$ cat src/rtl/uart_receiver_pkg.sv
// rtl/uart_receiver_pkg.sv - shared UART state encoding, parity modes and defaults
package uart_receiver_pkg;

  // State codes are shared with the transmitter and exposed on State_dbg.
  typedef enum logic [2:0] {
    ST_IDLE   = 3'd0,
    ST_START  = 3'd1,
    ST_DATA   = 3'd2,
    ST_PARITY = 3'd3,
    ST_STOP   = 3'd4
  } uart_state_e;

  localparam logic PARITY_EVEN = 1'b0;
  localparam logic PARITY_ODD  = 1'b1;

  localparam int OVERSAMPLE_DEFAULT = 16;

endpackage

$ cat src/rtl/uart_receiver_parity_checker.sv
// rtl/uart_receiver_parity_checker.sv - expected parity bit for a data word
module parity_checker
  import uart_receiver_pkg::*;
#(
  parameter int DATA_WIDTH = 8
) (
  input  logic [DATA_WIDTH-1:0] data_i,
  input  logic                  mode_i,
  output logic                  parity_o
);

  assign parity_o = (^data_i) ^ (mode_i == PARITY_ODD);

endmodule

$ cat src/rtl/uart_receiver.sv
// rtl/uart_receiver.sv - oversampled UART receiver with parity and framing checks
module uart_receiver
  import uart_receiver_pkg::*;
#(
  parameter int DATA_WIDTH = 8,
  parameter int OVERSAMPLE = OVERSAMPLE_DEFAULT
) (
  input  logic                  CLK,
  input  logic                  RESET_N,
  input  logic                  RX_BR_TICKS,
  input  logic                  PARITY_EN,
  input  logic                  PARITY_MODE,
  input  logic                  RX,
  output logic [DATA_WIDTH-1:0] RX_DATA_OUT,
  output logic                  RX_DONE,
  output logic                  PARITY_ERR,
  output logic                  FRAME_ERR,
  output logic [2:0]            State_dbg
);

  localparam int CW = $clog2(OVERSAMPLE);
  localparam int BW = (DATA_WIDTH > 1) ? $clog2(DATA_WIDTH) : 1;
  localparam logic [CW-1:0] MID_CNT  = CW'(OVERSAMPLE / 2 - 1);
  localparam logic [CW-1:0] BIT_CNT  = CW'(OVERSAMPLE - 1);
  localparam logic [BW-1:0] LAST_BIT = BW'(DATA_WIDTH - 1);

  uart_state_e           state_q, state_d;
  logic                  rx_meta_q, rx_s_q;
  logic [CW-1:0]         cnt_q, cnt_d;
  logic [BW-1:0]         bit_q, bit_d;
  logic [DATA_WIDTH-1:0] shift_q, shift_d;
  logic [DATA_WIDTH-1:0] data_q, data_d;
  logic                  par_en_q, par_en_d, par_mode_q, par_mode_d;
  logic                  par_bit_q, par_bit_d;
  logic                  done_q, done_d, perr_q, perr_d, ferr_q, ferr_d;
  logic                  exp_parity;

  parity_checker #(.DATA_WIDTH(DATA_WIDTH)) u_parity (
    .data_i   (shift_q),
    .mode_i   (par_mode_q),
    .parity_o (exp_parity)
  );

  always_ff @(posedge CLK or negedge RESET_N) begin
    if (!RESET_N) begin
      rx_meta_q  <= 1'b1;
      rx_s_q     <= 1'b1;
      state_q    <= ST_IDLE;
      cnt_q      <= '0;
      bit_q      <= '0;
      shift_q    <= '0;
      data_q     <= '0;
      par_en_q   <= 1'b0;
      par_mode_q <= 1'b0;
      par_bit_q  <= 1'b0;
      done_q     <= 1'b0;
      perr_q     <= 1'b0;
      ferr_q     <= 1'b0;
    end else begin
      rx_meta_q  <= RX;
      rx_s_q     <= rx_meta_q;
      state_q    <= state_d;
      cnt_q      <= cnt_d;
      bit_q      <= bit_d;
      shift_q    <= shift_d;
      data_q     <= data_d;
      par_en_q   <= par_en_d;
      par_mode_q <= par_mode_d;
      par_bit_q  <= par_bit_d;
      done_q     <= done_d;
      perr_q     <= perr_d;
      ferr_q     <= ferr_d;
    end
  end

  // Count is cleared on every state change, so each terminal compare is relative to the last mid-bit.
  always_comb begin
    state_d    = state_q;
    cnt_d      = cnt_q;
    bit_d      = bit_q;
    shift_d    = shift_q;
    data_d     = data_q;
    par_en_d   = par_en_q;
    par_mode_d = par_mode_q;
    par_bit_d  = par_bit_q;
    done_d     = 1'b0;
    perr_d     = perr_q;
    ferr_d     = ferr_q;
    case (state_q)
      ST_IDLE: begin
        if (!rx_s_q) begin
          cnt_d      = '0;
          par_en_d   = PARITY_EN;
          par_mode_d = PARITY_MODE;
          state_d    = ST_START;
        end
      end
      ST_START: begin
        if (RX_BR_TICKS) begin
          if (cnt_q == MID_CNT) begin
            cnt_d   = '0;
            bit_d   = '0;
            state_d = rx_s_q ? ST_IDLE : ST_DATA;
          end else begin
            cnt_d = cnt_q + 1'b1;
          end
        end
      end
      ST_DATA: begin
        if (RX_BR_TICKS) begin
          if (cnt_q == BIT_CNT) begin
            cnt_d   = '0;
            shift_d = {rx_s_q, shift_q[DATA_WIDTH-1:1]};
            if (bit_q == LAST_BIT) begin
              state_d = par_en_q ? ST_PARITY : ST_STOP;
            end else begin
              bit_d = bit_q + 1'b1;
            end
          end else begin
            cnt_d = cnt_q + 1'b1;
          end
        end
      end
      ST_PARITY: begin
        if (RX_BR_TICKS) begin
          if (cnt_q == BIT_CNT) begin
            cnt_d     = '0;
            par_bit_d = rx_s_q;
            state_d   = ST_STOP;
          end else begin
            cnt_d = cnt_q + 1'b1;
          end
        end
      end
      ST_STOP: begin
        if (RX_BR_TICKS) begin
          if (cnt_q == BIT_CNT) begin
            cnt_d   = '0;
            data_d  = shift_q;
            ferr_d  = ~rx_s_q;
            perr_d  = par_en_q & (exp_parity != par_bit_q);
            done_d  = 1'b1;
            state_d = ST_IDLE;
          end else begin
            cnt_d = cnt_q + 1'b1;
          end
        end
      end
      default: state_d = ST_IDLE;
    endcase
  end

  assign RX_DATA_OUT = data_q;
  assign RX_DONE     = done_q;
  assign PARITY_ERR  = perr_q;
  assign FRAME_ERR   = ferr_q;
  assign State_dbg   = 3'(state_q);

endmodule

$ cat config.mk
export PLATFORM = sky130hd
export DESIGN_NAME = uart_receiver
export DESIGN_NICKNAME = d
export VERILOG_FILES = /design/src/rtl/uart_receiver_pkg.sv /design/src/rtl/uart_receiver_parity_checker.sv /design/src/rtl/uart_receiver.sv
export SDC_FILE = /design/constraint.sdc
export NUM_CORES = 1
export LEC_CHECK = 0
export ABC_AREA = 1
export ABC_CLOCK_PERIOD_IN_PS = 3700
export CORE_MARGIN = 2
export CORE_UTILIZATION = 30
export CTS_CLUSTER_DIAMETER = 100
export DETAILED_ROUTE_END_ITERATION = 8
export PLACE_DENSITY = 0.58
export RECOVER_POWER = 100
export SYNTH_ARGS = -nofsm -noshare
export SYNTH_HDL_FRONTEND = slang
export SYNTH_SLANG_ARGS = --single-unit
$ cat constraint.sdc
create_clock -name CLK -period 3.7 [get_ports CLK]
set_input_delay 0.555 -clock CLK [delete_from_list [all_inputs] [get_ports CLK]]
set_output_delay 0.555 -clock CLK [all_outputs]
set_load 0.005 [all_outputs]
## Word level (Yosys, flattened, before mapping)

Cells that the tools add are included.

| operators by class | value |
|---|---|
| add/subtract/negate cells | 2 |
| eq/ne operators | 20 |
| multiplexer cells | 28 |
| bitwise gates (word level) | 3 |
| reductions and logical operators | 12 |

Operator list:

| operator | number |
|---|---|
| two-way mux 3 bit | 16 |
| != test 2 bit (second input constant) | 11 |
| two-way mux 4 bit | 5 |
| case mux 3 bit (5 select lines) | 1 |
| case mux 4 bit (3 select lines) | 1 |
| AND reduction 10 bit | 1 |
| AND reduction 3 bit | 3 |
| XOR reduction 8 bit | 1 |
| == test 3 x 2 -> 1 bit (second input constant) | 2 |
| == test 3 bit (second input constant) | 2 |
| case mux 3 bit (2 select lines) | 1 |
| AND reduction 6 bit | 1 |
| adder 4 x 1 -> 4 bit (second input constant) | 1 |
| == test 4 x 3 -> 1 bit (second input constant) | 1 |
| == test 4 bit (second input constant) | 1 |
| AND reduction 4 bit | 1 |
| adder 3 x 1 -> 3 bit (second input constant) | 1 |
| == test 3 x 1 -> 1 bit (second input constant) | 1 |
| zero test 3 bit | 1 |
| two-way mux 1 bit | 3 |
| nonzero test 3 bit | 1 |
| OR reduction 3 bit | 1 |
| two-way mux 2 bit | 1 |
| != test 2 x 1 -> 1 bit (second input constant) | 1 |
| other kinds (6) | 6 |

| word-level totals | value |
|---|---|
| register bits | 34 |
| logic and storage cells | 78 |

## Depth between registers and ports, before layout

| logic depth | value |
|---|---|
| word-level depth | 5 |
| gate-level depth with buffers | 10 |
| mapped depth without buffers | 10 |

## Hierarchy

Synthesis repeated with hierarchy kept, for this count alone.

| unflattened totals | value |
|---|---|
| cell total of the unflattened synthesis | 229 |
| area total of the unflattened synthesis | 1,779.2 um^2 |

By module, submodules not included:

| module | instances | cells each | area an instance (um^2) |
|---|---|---|---|
| uart_receiver | 1 | 191 | 1,615.3 |
| parity_checker | 1 | 38 | 163.9 |

## Worst setup path after synthesis

Ideal clock, no wire load.

| timing | value |
|---|---|
| kind | register to register |
| start | register cnt_q[0] |
| end | register data_q[2], in the netlist RX_DATA_OUT[2] |
| library setup time | 122 ps |
| arrival time | 1,200 ps |
| data required time | 3,578 ps |
| setup slack | 2,378 ps |
| stages on the path, launching flop included | 10 |
| buffers on the path | 1 |
| cell sequence | dfrtp_1 ha_1 nand2_1 inv_2 nand2_2 nor2_4 nand2_1 buf_2 nand2_1 o21ai_1 |

| on the way | value |
|---|---|
| word-level cells in the longest chain between the ends | 2 |

Ends and longest elaborated chain:

| item | RTL line | RTL |
|---|---|---|
| start: declaration | uart_receiver.sv:29 | `logic [CW-1:0] cnt_q, cnt_d;` |
| start signal: assignment | uart_receiver.sv:63 | `cnt_q <= cnt_d;` |
| == test 4 bit | uart_receiver.sv:137 | `if (cnt_q == BIT_CNT) begin` |
| AND reduction 3 bit (no source line) | -- |  |
| end signal: assignment | uart_receiver.sv:66 | `data_q <= data_d;` |
| end: declaration | uart_receiver.sv:32 | `logic [DATA_WIDTH-1:0] data_q, data_d;` |

Every way passes these cells.
A chain may end at the register's enable or synchronous reset.

==> results.cfg <==
[worst_setup_path]
crit_family = buffers and inverters
crit_path_max_incr_delay_ns = 1.30
critPathBufInv = 2
r2r-start = cnt_q[0]
cp_slowest_cell = clkbuf_1
start_kind = input pin
critPathRequiredTime_ns = 3.75
crit_arrival_ns = 2.39
startpoint = RESET_N
cp_max_fo = 34
worstSetupPathType = in -> async
worstPathCellList = dlygate4sd3_1 > clkbuf_1
end_kind = async pin

[finish]
nets = 246
fill_cells = 581
multi_input_area_sq_um = 713
diodes = 0
final_cells = 310
area_delta_synth_final_pct = 19.7
final-seq-area_sq_um = 853
layout-drive-gt1-share_pct = 9.24

[synth]
yosys_register_bits = 34
ys_types = 25
synth_top_area_share_pct = 46.6
synth_cells = 213
synth_compound_area_share_pct = 10.0
muxShareOfSynthArea_pct = 0.655
synth.area.top_cells = dfrtp_1 (47%), nand2_1 (16%), o21ai_1 (7.0%), inv_1 (4.6%), dfstp_2 (3.1%)
avgSynthCellArea_sq_um = 8.07
synth_top_family_by_area = simple AND/OR/NAND/NOR gates
synth_fa_ha_area_share_pct = 2.18
synth-simple-area-share_pct = 28.5
synth_top_cell_by_area = dfrtp_1
ys_seq_area_share_pct = 49.6
netlist_area_sq_um = 1720
synth.yosys.warnings = 0
synth-xor-area-share_pct = 2.04
synth_fp_nets = 222

[timing]
rsz0062_at_grt = no
worst_pin_slew_ns = 1.81
max_freq_mhz = 427
fin_ws_ns = 1.36
hold_ws_ns = 0.358
tns_ns = 0
setup_viol = 0
finalMaxSlewViolations = 35
post-route-min-period_ns = 2.34
hold_viol_final = 0
maxSlewHeadroom_pct = -20.8
fin_skew_ns = 0.00401
fin_crit_sh_pct = 63.3

[status]
status = finished with violations
violations = capacitance limit, slew limit

[power]
pwr-share-clk_pct = 27.6
irDropWorstVdd_v = 0.000290
p_seq_share_pct = 40.7
pwr-share-comb_pct = 31.6
sw_frac_of_total_pct = 35.1
leakagePower_nw = 1.05
intPower_mw = 0.738
switching_power_mw = 0.400
p_per_area_nw_per_um2 = 553
total_power_mw = 1.14

[clocking]
cts_sinks = 34
clockRootBuffer = clkbuf_8
cts_resized = 0
clock_path_buffers = 2
cts_tree = yes
insertion_delay_ns = 0.28
cts_hold_buffers = 0
cts_made_buffers = 5
htree_levels = 2
postCtsSetupRepairBufs = 0
path_clk_slew_ns = 0.07

[floorplan]
rows = 27
start_util_pct = 31.2
core_area_sq_um = 5510
die_h_um = 79.7
die_area_sq_um = 6350
die_w_um = 79.7
ios = 20

[routing]
vias = 1340
routed_wl_um = 3160
drt_iter0_drc = 59
wire_per_inst_um = 10.2
drc = 0
via_per_inst = 4.32
final_antenna_net_count = 0
firstDrtPassIters = 4

[global_route]
overflow = 0
grt_pass1_vias = 1322
antenna_found_initial = 0
grt_pass1_wl_um = 5710
grt_usage_pct = 11.5
grt_max_degree = 35

[worst_hold_path]
hp-start = rx_meta_q
hold_path_class = reg -> reg

[place]
portBuffers = 19
gp_congestion = 0.745
dp_hpwl_um = 2360
post-place-ws_ns = 1.54
placed_cells = 302

[flow_run]
max_cap_viol_count = 1
==> power groups by stage <==
stage	Combinational [mW]	Clock, mW	Sequential [mW]
after floorplan	0.298	0	0.462
after global placement	0.394	0	0.471
after detailed placement	0.401	0	0.471
after CTS	0.402	0.330	0.465
after global routing	0.422	0.344	0.469
final	0.360	0.314	0.463
==> layout by cell type, fill, tap and decap left out, types with 4 or more instances in the layout <==
cell,synthesis,final
nand2_1,74,77
inv_1,21,22
nand3_1,10,11
o21ai_1,24,5
dlygate4sd3_1,0,16
o21ai_0,3,22
inv_2,5,4
nor2_1,10,12
dfrtp_1,32,32
clkbuf_8,0,8
==> sequential cells by signal, indices dropped and copies added (netlist names) <==
signal,flops
PARITY_ERR,1
rx_meta_q,1
bit_q,3
cnt_q,4
State_dbg,3
par_en_q,1
RX_DATA_OUT,8
rx_s_q,1
shift_q,8
RX_DONE,1
FRAME_ERR,1
par_mode_q,1
par_bit_q,1
==> path summary, 6_finish.rpt <==
| kind | end | slack [ns] | cells after the start |
|---|---|---|---|
| setup / recovery | FRAME_ERR | 1.36 | 2 |
| min in group asynchronous | RX_DATA_OUT[3] | 1.30 | 2 |
| hold / removal | rx_s_q | 0.36 | 0 |
| hold reg to reg | rx_s_q | 0.36 | 0 |
| max in group CLK | PARITY_ERR | 1.78 | 9 |
| setup reg to reg | PARITY_ERR | 1.78 | 9 |
==> cell usage after synthesis <==
cell     count
nand2_1     74
dfrtp_1     32
o21ai_1     24
inv_1       21
nand3_1     10
nor2_1      10
nand2_2      6
inv_2        5
nand3_2      4
a21oi_1      3
ha_1         3
o21ai_0      3
buf_2        2
dfstp_2      2
nor2_4       2
xnor2_1      2
xor2_1       2
a21o_1       1
a31oi_1      1
buf_6        1
mux2_1       1
nand4_1      1
nand4_2      1
o21ai_2      1
or2_2        1
==> per-stage QoR <==
stage / area, sq um / utilization (%)
finish: 2060 / 37.4
global route: 2060 / 37.4
CTS: 2100 / 38.1
detailed placement: 1990 / 36.1
global placement: 1990 / 36.1
floorplan: 1720 / -
==> cell families after synthesis <==
family / after synthesis
xor+xnor: 4
simple gates: 109
fa+ha+maj: 3
buf+inv: 29
flops: 34
compound gates: 33
mux: 1
==> metal layers <==
layer	part of all wire (%)	global-route usage [%]	wire (um)	vias up
li1	-	-	-	718
met1	50	14.4	1580	591
met2	43	17.9	1350	24
met3	5.3	3.85	166	7
met4	1.9	5.17	61	0
met5	0	0	0	-
==> final cells by class <==
class,instances,area share (%)
Timing Repair Buffer,20,9.42
Multi-Input combinational cell,150,34.7
Sequential cell,34,41.5
Clock buffer,8,5.35
Tap cell,72,4.38
Inverter,26,4.74
Note: power is estimated with default switching activity, not from simulation.
